[src/rtl/muldiv_seq_32.sv]
// muldiv_seq_32: sequential signed 32x32 multiplier / divider.
// Each operation takes 34 busy cycles, one result bit per cycle. Divide-by-zero
// is the exception: it skips the iterations and finishes one cycle after PREP.
//
// Ports
//   in_clk        single clock, rising edge
//   in_rst_n      asynchronous active-low reset
//   in_start      operation request, sampled only in IDLE
//   in_opcode     4'b1000 signed MUL, 4'b1001 signed DIV; any other code is ignored
//   in_a, in_b    operands, two's complement
//   out_busy      high in PREP, ITER and FIX
//   out_done      one-cycle completion pulse (DONE state)
//   out_hi        MUL: product[63:32]   DIV: remainder
//   out_lo        MUL: product[31:0]    DIV: quotient
//   out_div_zero  set by a DIV with in_b == 0; cleared when the next start is accepted
//
// State table
//   state | meaning
//   IDLE  | waiting for in_start with a valid opcode; operands are captured on accept
//   PREP  | latch signs, form magnitudes, clear counter and accumulator (div-by-zero -> DONE)
//   ITER  | 32 unsigned shift-add / restoring-divide steps, counter 0..31
//   FIX   | apply signs and write out_hi / out_lo
//   DONE  | out_done pulse, then return to IDLE
module muldiv_seq_32 (
    input  logic        in_clk,
    input  logic        in_rst_n,
    input  logic        in_start,
    input  logic [3:0]  in_opcode,
    input  logic [31:0] in_a,
    input  logic [31:0] in_b,
    output logic        out_busy,
    output logic        out_done,
    output logic [31:0] out_hi,
    output logic [31:0] out_lo,
    output logic        out_div_zero
);

    localparam logic [2:0] S_IDLE = 3'd0;
    localparam logic [2:0] S_PREP = 3'd1;
    localparam logic [2:0] S_ITER = 3'd2;
    localparam logic [2:0] S_FIX  = 3'd3;
    localparam logic [2:0] S_DONE = 3'd4;

    localparam logic [3:0] OP_MUL = 4'b1000;
    localparam logic [3:0] OP_DIV = 4'b1001;

    logic [2:0]  state;
    logic [31:0] a_reg;
    logic [31:0] b_reg;
    logic        is_div;
    logic        neg_res;
    logic        neg_rem;
    logic [4:0]  cnt;
    // MUL: op_x = |a|, {acc_hi, acc_lo} = running product with the multiplier
    //      shifting out of acc_lo.
    // DIV: op_x = |b|, acc_hi = partial remainder, and acc_lo shifts dividend
    //      bits out while quotient bits shift in.
    logic [31:0] op_x;
    logic [31:0] acc_hi;
    logic [31:0] acc_lo;

    logic [31:0] mag_a;
    logic [31:0] mag_b;
    logic [32:0] mul_sum;
    logic [32:0] div_shift;
    logic        div_ge;
    logic [31:0] div_sub;
    logic [63:0] prod;
    logic [63:0] prod_s;
    logic [31:0] quo_s;
    logic [31:0] rem_s;

    // The magnitude of 0x80000000 stays 0x80000000, which is exactly 2^31 when read as unsigned.
    assign mag_a = a_reg[31] ? (~a_reg + 32'd1) : a_reg;
    assign mag_b = b_reg[31] ? (~b_reg + 32'd1) : b_reg;

    assign mul_sum = {1'b0, acc_hi} + (acc_lo[0] ? {1'b0, op_x} : 33'd0);

    // The partial remainder is always below the divisor, so the shifted value fits in 33 bits.
    // When the subtraction is taken, its true result is below 2^32.
    assign div_shift = {acc_hi, acc_lo[31]};
    assign div_ge    = (div_shift >= {1'b0, op_x});
    assign div_sub   = div_shift[31:0] - op_x;

    assign prod   = {acc_hi, acc_lo};
    assign prod_s = neg_res ? (~prod + 64'd1) : prod;
    assign quo_s  = neg_res ? (~acc_lo + 32'd1) : acc_lo;
    assign rem_s  = neg_rem ? (~acc_hi + 32'd1) : acc_hi;

    assign out_busy = (state == S_PREP) || (state == S_ITER) || (state == S_FIX);
    assign out_done = (state == S_DONE);

    always_ff @(posedge in_clk or negedge in_rst_n) begin
        if (!in_rst_n) begin
            state        <= S_IDLE;
            a_reg        <= 32'd0;
            b_reg        <= 32'd0;
            is_div       <= 1'b0;
            neg_res      <= 1'b0;
            neg_rem      <= 1'b0;
            cnt          <= 5'd0;
            op_x         <= 32'd0;
            acc_hi       <= 32'd0;
            acc_lo       <= 32'd0;
            out_hi       <= 32'd0;
            out_lo       <= 32'd0;
            out_div_zero <= 1'b0;
        end else begin
            case (state)
                S_IDLE: begin
                    if (in_start && (in_opcode == OP_MUL || in_opcode == OP_DIV)) begin
                        a_reg        <= in_a;
                        b_reg        <= in_b;
                        is_div       <= (in_opcode == OP_DIV);
                        out_div_zero <= 1'b0;
                        state        <= S_PREP;
                    end
                end
                S_PREP: begin
                    neg_res <= a_reg[31] ^ b_reg[31];
                    neg_rem <= a_reg[31];
                    cnt     <= 5'd0;
                    acc_hi  <= 32'd0;
                    if (is_div) begin
                        op_x   <= mag_b;
                        acc_lo <= mag_a;
                    end else begin
                        op_x   <= mag_a;
                        acc_lo <= mag_b;
                    end
                    if (is_div && (b_reg == 32'd0)) begin
                        out_lo       <= 32'hFFFF_FFFF;
                        out_hi       <= a_reg;
                        out_div_zero <= 1'b1;
                        state        <= S_DONE;
                    end else begin
                        state <= S_ITER;
                    end
                end
                S_ITER: begin
                    if (is_div) begin
                        if (div_ge) begin
                            acc_hi <= div_sub;
                            acc_lo <= {acc_lo[30:0], 1'b1};
                        end else begin
                            acc_hi <= div_shift[31:0];
                            acc_lo <= {acc_lo[30:0], 1'b0};
                        end
                    end else begin
                        acc_hi <= mul_sum[32:1];
                        acc_lo <= {mul_sum[0], acc_lo[31:1]};
                    end
                    cnt <= cnt + 5'd1;
                    if (cnt == 5'd31) begin
                        state <= S_FIX;
                    end
                end
                S_FIX: begin
                    if (is_div) begin
                        out_lo <= quo_s;
                        out_hi <= rem_s;
                    end else begin
                        out_lo <= prod_s[31:0];
                        out_hi <= prod_s[63:32];
                    end
                    state <= S_DONE;
                end
                S_DONE: begin
                    state <= S_IDLE;
                end
                default: begin
                    state <= S_IDLE;
                end
            endcase
        end
    end

endmodule
[config.mk]
export PLATFORM = sky130hd
export DESIGN_NAME = muldiv_seq_32
export DESIGN_NICKNAME = d
export VERILOG_FILES = /design/src/rtl/muldiv_seq_32.sv
export SDC_FILE = /design/constraint.sdc
export NUM_CORES = 1
export LEC_CHECK = 0
export BUFFER_PORTS_ARGS = -buffer_cell sky130_fd_sc_hd__buf_4
export CAP_MARGIN = 20
export CORE_ASPECT_RATIO = 0.8
export CORE_UTILIZATION = 30
export DETAILED_ROUTE_END_ITERATION = 10
export PLACE_DENSITY_LB_ADDON = 0.1
export REMOVE_ABC_BUFFERS = 1
export SLEW_MARGIN = 5
export SYNTH_ARGS = -nofsm -noshare
export SYNTH_HDL_FRONTEND = slang
export SYNTH_SLANG_ARGS = --single-unit
export TNS_END_PERCENT = 1
[constraint.sdc]
create_clock -name in_clk -period 7 [get_ports in_clk]
set_input_delay 1.4 -clock in_clk [delete_from_list [all_inputs] [get_ports in_clk]]
set_output_delay 1.4 -clock in_clk [all_outputs]
set_load 0.02 [all_outputs]
After elaboration in Yosys (flattened, before gate mapping)
Index checks and enable logic that the tools add are counted.
Storage, ports and cells
  output and inout bits: 67
  word-level logic and storage cells: 80
  flip-flop bits (word level): 236
Cells by class
  order comparisons: 1
  reduce and logical (&&, ||, !) cells: 14
  eq/ne operators: 10
  bitwise logic cells: 6
  add/subtract/negate cells: 8
  multiplexer cells: 28
Operators with widths (number)
  $mux W32: 14
  $pmux W32 S2: 4
  $add A32 B1 Y32 const B: 4
  $not A32 Y32: 4
  $add A64 B1 Y64 const B: 1
  $mux W64: 1
  $not A64 Y64: 1
  $add A32 B32 Y33: 1
  $ge A33 B32 Y1: 1
  $logic_not A32 Y1: 1
  $sub A32 B32 Y32: 1
  $pmux W3 S4: 1
  $pmux W5 S2: 1
  $mux W3: 3
  $eq A4 B4 Y1 const B: 2
  $eq A3 B2 Y1 const B: 2
  $reduce_and A2 Y1: 3
  $reduce_bool A2 Y1: 3
  $add A5 B1 Y5 const B: 1
  $eq A5 B5 Y1 const B: 1
  $ne A2 B1 Y1 const B: 2
  $eq A3 B1 Y1 const B: 1
  $eq A3 B3 Y1 const B: 1
  $logic_not A3 Y1: 1
  7 further kinds: 12

Depth between registers and ports, before layout
Gate-level depths: netlist of the first run.
  depth after elaboration: 5
  mapped depth: 13
  gate-level depth less buffers: 12

Least setup slack after synthesis of the first run
Ideal clock, no wire load.
  path kind: register to register
  start point: register acc_lo[0]
  end point: register acc_hi[29]
  path slack: 3639 ps
  path buffers: 1
  period minus slack after synthesis: 3361 ps
  stages on the path, launching flop included: 13
  data arrival time: 3235 ps
  cells stage by stage: dfrtp_1 inv_1 clkbuf_1 nor2_1 ha_1 a21o_1 or3_1 o21ai_0 a2111oi_0 nor4_1 o31ai_1 xor2_1 a221o_1
Between the ends
  longest elaborated chain between the ends: 4
RTL lines
  from (decl): RTL line 60  | logic [31:0] acc_lo;
  from (signal assigned): RTL line 126  | acc_lo <= mag_a;
  from (signal assigned): RTL line 129  | acc_lo <= mag_b;
  from (signal assigned): RTL line 144  | acc_lo <= {acc_lo[30:0], 1'b1};
  $mux W32: RTL line 77  | assign mul_sum = {1'b0, acc_hi} + (acc_lo[0] ? {1'b0, op_x} : 33'd0);
  $add A32 B32 Y33: RTL line 77
  $mux W32: RTL line 141  | if (is_div) begin
  $pmux W32 S2: RTL line 109  | case (state)
  to (signal assigned): RTL line 143  | acc_hi <= div_sub;
  to (signal assigned): RTL line 146  | acc_hi <= div_shift[31:0];
  to (signal assigned): RTL line 150  | acc_hi <= mul_sum[32:1];
  to (decl): RTL line 59  | logic [31:0] acc_hi;
Every way passes these cells.
A chain may end at the register's enable or synchronous reset.

Final worst setup path of the first run
Same ends and word-level chain as after synthesis.

==> impl_metrics.ini, run 1 <==
[drt]
vias_per_cell = 5.71
wire_per_inst_um = 23.5
wl_mm = 66.7
ant_nets = 0
drt_iter0_drc = 1401
vias = 16215
drc = 0
dr.pass1.iters = 5

[finish]
synthToLayoutAreaGrowth_pct = 14.0
final_common_cell = dfrtp_1
layout_common_cells = dfrtp_1, nand2_1, a21oi_1
finalNetCount = 2208
fillers = 6082
multi_input_area_um2 = 10800
seq_area_um2 = 5910
diodes = 0
drive_gt1_share_pct = 14.6

[setup_path]
crit_required_ns = 7.45
cp_num_buf_inv = 3
worstPathCellList = inv_1 -> buf_4 -> nor2_1 -> ha_1 -> a21o_1 -> or3_1 -> o21ai_0 -> a2111oi_0 -> buf_4 -> nor4_1 -> o31ai_1 -> xor2_1 -> a221o_1
cp_common_cell = buf_4
cp_top_family = compound AO/OA/AOI/OAI gates
r2r-start = acc_lo[0]
r2r-end = acc_hi[29]
reg2reg_slack_ns = 2.79
r2r_cells = 13
critPathArrivalTime_ns = 4.65
crit_type = reg2reg
cp-startpoint = acc_lo[0]
path_max_fanout = 32
slowest_stage = nor4_1
start_kind = register
cp-end-kind = register
max_stage_delay_ns = 0.53

[synthesis]
async_flop_share_pct = 100
synth_area_leaders = dfrtp_1, xor2_1, ha_1
syn-cell-area_um2 = 17500
synth_top_cell_area_share_pct = 33.7
synth_edf_count = 0
avgSynthCellArea_um2 = 8.71
ys.warnings.count = 0
synthFlopType = dfrtp_1
yosysTopAreaCell = dfrtp_1
ys_seq_area_share_pct = 33.7
synth_cell_types = 83
synth-seq-cells = 236
syn_inst = 2009

[grt]
grt_max_degree = 104
gr-usage-all-layers_pct = 22.4
use_met1_pct = 34.8
grt_pass1_vias = 15587
grt_pass1_wl_mm = 101
grt_use_met2_pct = 31.7
antenna_found_initial = 0
busiest_layer = met1
use_met3_pct = 3.41
grt-ovfl-total = 0

[place]
place.gp.congestion = 0.920
io_buffers = 137
dp_hpwl_mm = 50.4
pre_cts_ws_ns = 2.84

[sta]
finalHoldViolations = 0
tns_ns = 0
setup_viol = 0
finalCritPeriodShare_pct = 60.1
slew_violations = 0
relSlewSlack_pct = 25.7
worst_slack_ns = 2.79
fmax_mhz = 238
finalClockSkew_ns = 0.0172
min_period_ns = 4.21
tightest_slew_ns = 1.10
rsz0062_at_grt = no

[cts]
path_clk_slew_ns = 0.07
cts.sinks = 236
cts_buffers = 27
cts_tree = yes
ctsHoldBuffers = 0
clk_latency_ns = 0.57
cts_buffer_depth = 3
post_cts_resize_count = 0
cts.root.buffer_cell = clkbuf_16
htreeDepth = 1
cts_setup_buffers = 0

[min_path]
hold_class = reg2reg
hold_start = op_x[27]
whs_path_depth = 1
holdPathEnd = op_x[27]

[die]
io_pins = 138
die_y_um = 218
num_rows = 78
core_region_area_um2 = 57200
die_w_um = 272
start_util_pct = 30.6
dieArea_um2 = 59300

[power]
power_density_nw_per_um2 = 494
leakagePower_nw = 8.41
ir_drop_mv = 0.200

[run_status]
status = finished, final reports clean

[job]
drv_cap = 0
synth_stat cells, types with 6 or more instances:
| master | count |
|---|---|
| mux2_2 | 65 |
| a22oi_1 | 11 |
| a21o_1 | 32 |
| nand2b_1 | 18 |
| a21oi_1 | 163 |
| a32oi_1 | 9 |
| a211oi_1 | 28 |
| nand2_1 | 169 |
| o21ai_0 | 160 |
| a31oi_1 | 18 |
| buf_2 | 8 |
| or3_1 | 23 |
| a22o_1 | 7 |
| inv_1 | 67 |
| nand4b_1 | 6 |
| o211ai_1 | 20 |
| ha_1 | 70 |
| a2111oi_0 | 7 |
| buf_1 | 12 |
| and3_1 | 12 |
| o221ai_1 | 21 |
| a221o_1 | 26 |
| nand3_1 | 44 |
| and2_1 | 11 |
| o21a_1 | 9 |
| nor3_1 | 63 |
| nor2b_1 | 23 |
| xnor2_1 | 55 |
| or2_2 | 8 |
| or4_1 | 18 |
| mux2i_1 | 68 |
| o41ai_1 | 24 |
| clkbuf_1 | 103 |
| nor4_1 | 23 |
| nand4_1 | 14 |
| nor2_1 | 123 |
| o31ai_1 | 35 |
| xor2_1 | 103 |
| dfrtp_1 | 236 |
logic make-up (layout without fill, tap and decap cells):
family | Yosys count | in the layout | share of synthesized area (%)
compound gates | 624 | 624 | 23.4
simple gates | 586 | 586 | 16.9
flops | 236 | 236 | 33.7
buf+inv | 200 | 273 | 4.74
xor+xnor | 158 | 158 | 7.91
mux | 133 | 133 | 8.07
fa+ha+maj | 72 | 72 | 5.23
power by group:
part	switching [mW]	leakage, nW	internal (mW)
Sequential	0.813	2.90	1.89
Combinational	3.51	5.10	2.25
Clock	0.614	0.410	0.786
Total	4.94	8.41	4.93
how the worst max path moves through the flow:
stage | end | cells past startpoint
after floorplan | out_hi[20] | 7
after global placement | acc_hi[29] | 13
after detailed placement | acc_hi[29] | 13
after CTS | acc_hi[29] | 13
after global routing | acc_hi[29] | 13
final | acc_hi[29] | 13
metal layers:
layer,wire [um],vias up
li1,-,7552
met5,0,-
met3,4290,78
met2,27000,529
met1,33900,8056
met4,1580,0
worst reg2reg max path, delay by kind of cell, from the launching register on:
kind	cells	cell delay, ns
buffers and inverters	3	0.68
XOR/XNOR	1	0.17
AND/OR/NAND/NOR	3	0.96
adder cells (fa/ha/maj)	1	0.35
AO/OA/AOI/OAI	5	1.48
flip-flops	1	0.44
area by class of cell:
cell class / count / area share [%]
Clock buffer: 39 / 3.81
Clock inverter: 7 / 0.339
Inverter: 67 / 1.26
Multi-Input combinational cell: 1573 / 54.1
Sequential cell: 236 / 29.6
Tap cell: 760 / 4.77
Timing Repair Buffer: 160 / 6.06
per-stage QoR:
| stage | util (%) | hold WS (ns) | std cells | instance area [um2] | total power, mW |
|---|---|---|---|---|---|
| after CTS | 34.9 | 0.487 | 2842 | 20000 | 9.87 |
| final | 34.9 | 0.483 | 2842 | 20000 | 9.87 |
| after floorplan | - | 0.449 | 1876 | 16900 | 6.35 |
| after global placement | 33.4 | 0.465 | 2796 | 19100 | 8.41 |
| after detailed placement | 33.4 | 0.473 | 2796 | 19100 | 8.42 |
| after global routing | 34.9 | 0.507 | 2842 | 20000 | 10.6 |
No activity file was read; power rests on OpenSTA's default activity.
==> inputs of run 2 (changes only) <==
==> constraint.sdc (replaced) <==
create_clock -name in_clk -period 3.8 [get_ports in_clk]
set_input_delay 0.76 -clock in_clk [delete_from_list [all_inputs] [get_ports in_clk]]
set_output_delay 0.76 -clock in_clk [all_outputs]
set_load 0.02 [all_outputs]
==> run 2 against run 1 <==
  * Critical path depth unchanged
  * Sequential power increased by 76%
  * Largest power group unchanged
  * Worst setup slack got worse by 2.5 ns
  * Maximum frequency increased by 20%
  * Critical endpoint is now acc_hi[24]
  * Clock power increased by 96%
  * Cell count increased by 2.9%
  * First-iteration DRC count about the same
  * Combinational power increased by 100%
  * Cell area increased by 3.6%
  * Clock-buffer cell count increased by 2
  * Largest cell class unchanged
==> impl_metrics.ini, run 2 (same netlist as run 1, synthesis figures left out) <==
[run_status]
status = finished, final reports clean

[finish]
seq_area_um2 = 5910
synthToLayoutAreaGrowth_pct = 18.1
fillers = 5987
layout_common_cells = dfrtp_1, buf_4, nand2_1
fin_area_um2 = 20700
drive_gt1_share_pct = 17.9
finalCoreUtilization_pct = 36.2
finalNetCount = 2283
final_common_cell = dfrtp_1
multi_input_area_um2 = 10800
stdcell_count = 2923

[place]
io_buffers = 137
dp_hpwl_mm = 51.7
placedCellCount = 2868
placed_cell_area_um2 = 19700
place.gp.congestion = 0.928

[power]
ir_drop_mv = 0.452
power_density_nw_per_um2 = 917
leakagePower_nw = 8.82

[drt]
vias_per_cell = 5.67
drc = 0
wire_per_inst_um = 23.4
vias = 16574
wl_mm = 68.5
drt_iter0_drc = 1400
dr.pass1.iters = 5
ant_nets = 0

[setup_path]
r2r-start = acc_lo[0]
path_max_fanout = 14
crit_type = reg2reg
critPathArrivalTime_ns = 3.97
cp-startpoint = acc_lo[0]
cp-end-kind = register
start_kind = register
crit_required_ns = 4.26

[min_path]
hold_class = in2async

[sta]
finalCritPeriodShare_pct = 92.4
finalHoldViolations = 0
tns_ns = 0
tightest_slew_ns = 1.10
setup_viol = 0
finalClockSkew_ns = 0.0165
relSlewSlack_pct = 26.8
slew_violations = 0
min_period_ns = 3.51
fin_worst_hold_slack_ns = 0.228
fmax_mhz = 285
rsz0062_at_grt = no

[cts]
clk_latency_ns = 0.58
cts_buffers = 29
cts.sinks = 236
cts_tree = yes
cts_buffer_depth = 3
cts_setup_buffers = 0
path_clk_slew_ns = 0.06
htreeDepth = 1
cts.root.buffer_cell = clkbuf_16

[grt]
gr-usage-all-layers_pct = 22.8
busiest_layer = met1
antenna_found_initial = 3
grt_max_degree = 105
grt_use_met2_pct = 32.6
grt_pass1_wl_mm = 103
use_met1_pct = 35.4
use_met3_pct = 3.38
grt_pass1_vias = 15769
grt-ovfl-total = 0

[die]
io_pins = 138
die_y_um = 218
start_util_pct = 30.6
dieArea_um2 = 59300
num_rows = 78
core_region_area_um2 = 57200
die_w_um = 272

[job]
drv_cap = 0
[run 2: changes by cell type in the layout (fill, tap and decap cells not counted), sizes merged]
cell,previous run,this run
clkinvlp,0,4
clkinv,4,7
buf,160,233
diode,0,1
inv,69,67
clkbuf,39,41
[run 2: timing repair]
item                       in CTS  in global routing
hold buffers                    0                  0
gates resized for setup         1                  5
setup endpoints to repair       3                  6
[run 2: critical path: stages, from the launching register on]
cell and delay (ns):
dfrtp_1 0.41, inv_2 0.17, buf_4 0.24, buf_4 0.18, nor2_1 0.05, ha_1 0.45, nand2_1 0.11, nor2_1 0.34
nand3_1 0.22, a21oi_1 0.49, o211ai_1 0.22, nand3_1 0.12, a21oi_1 0.07, a221o_1 0.30
[run 2: path summary, 6_finish.rpt]
kind                               to  slack (ns)  depth (start not counted)
max in group asynchronous  out_lo[18]        2.65                          2
min                         out_lo[7]        0.23                          1
max                        acc_hi[24]        0.29                         13
max reg2reg                acc_hi[24]        0.29                         13
min reg2reg                  op_x[27]        0.49                          1
min in group in_clk         b_reg[31]        0.41                          2
[run 2: power breakdown]
part,total (mW),switching (mW),internal [mW]
combinational,11.5,6.91,4.55
clock,2.75,1.22,1.53
sequential,4.75,1.26,3.49
total,19.0,9.39,9.57
[run 2: final cells by class]
type                    count  area share [%]
well taps                 760            4.60
clock buffers              41            3.87
inverters                  67            1.22
diodes                      1          0.0121
clock inverters            12           0.478
multi-input cells        1573            52.3
repair buffers            233            8.94
flip-flops and latches    236            28.6
[run 2: per-stage QoR]
stage	worst slack [ns]	power, mW
2_1_floorplan	-2.01	11.7
3_3_place_gp	-0.121	16.0
3_5_place_dp	-0.188	16.0
4_1_cts	0.0822	18.9
5_1_grt	0.0383	20.2
6_report	0.290	19.0
[run 2: metal layers]
| metal | routed length, um | vias to the layer above |
|---|---|---|
| met5 | 0 | - |
| met4 | 1360 | 0 |
| met3 | 4390 | 68 |
| met2 | 28100 | 556 |
| met1 | 34700 | 8224 |
| li1 | - | 7726 |
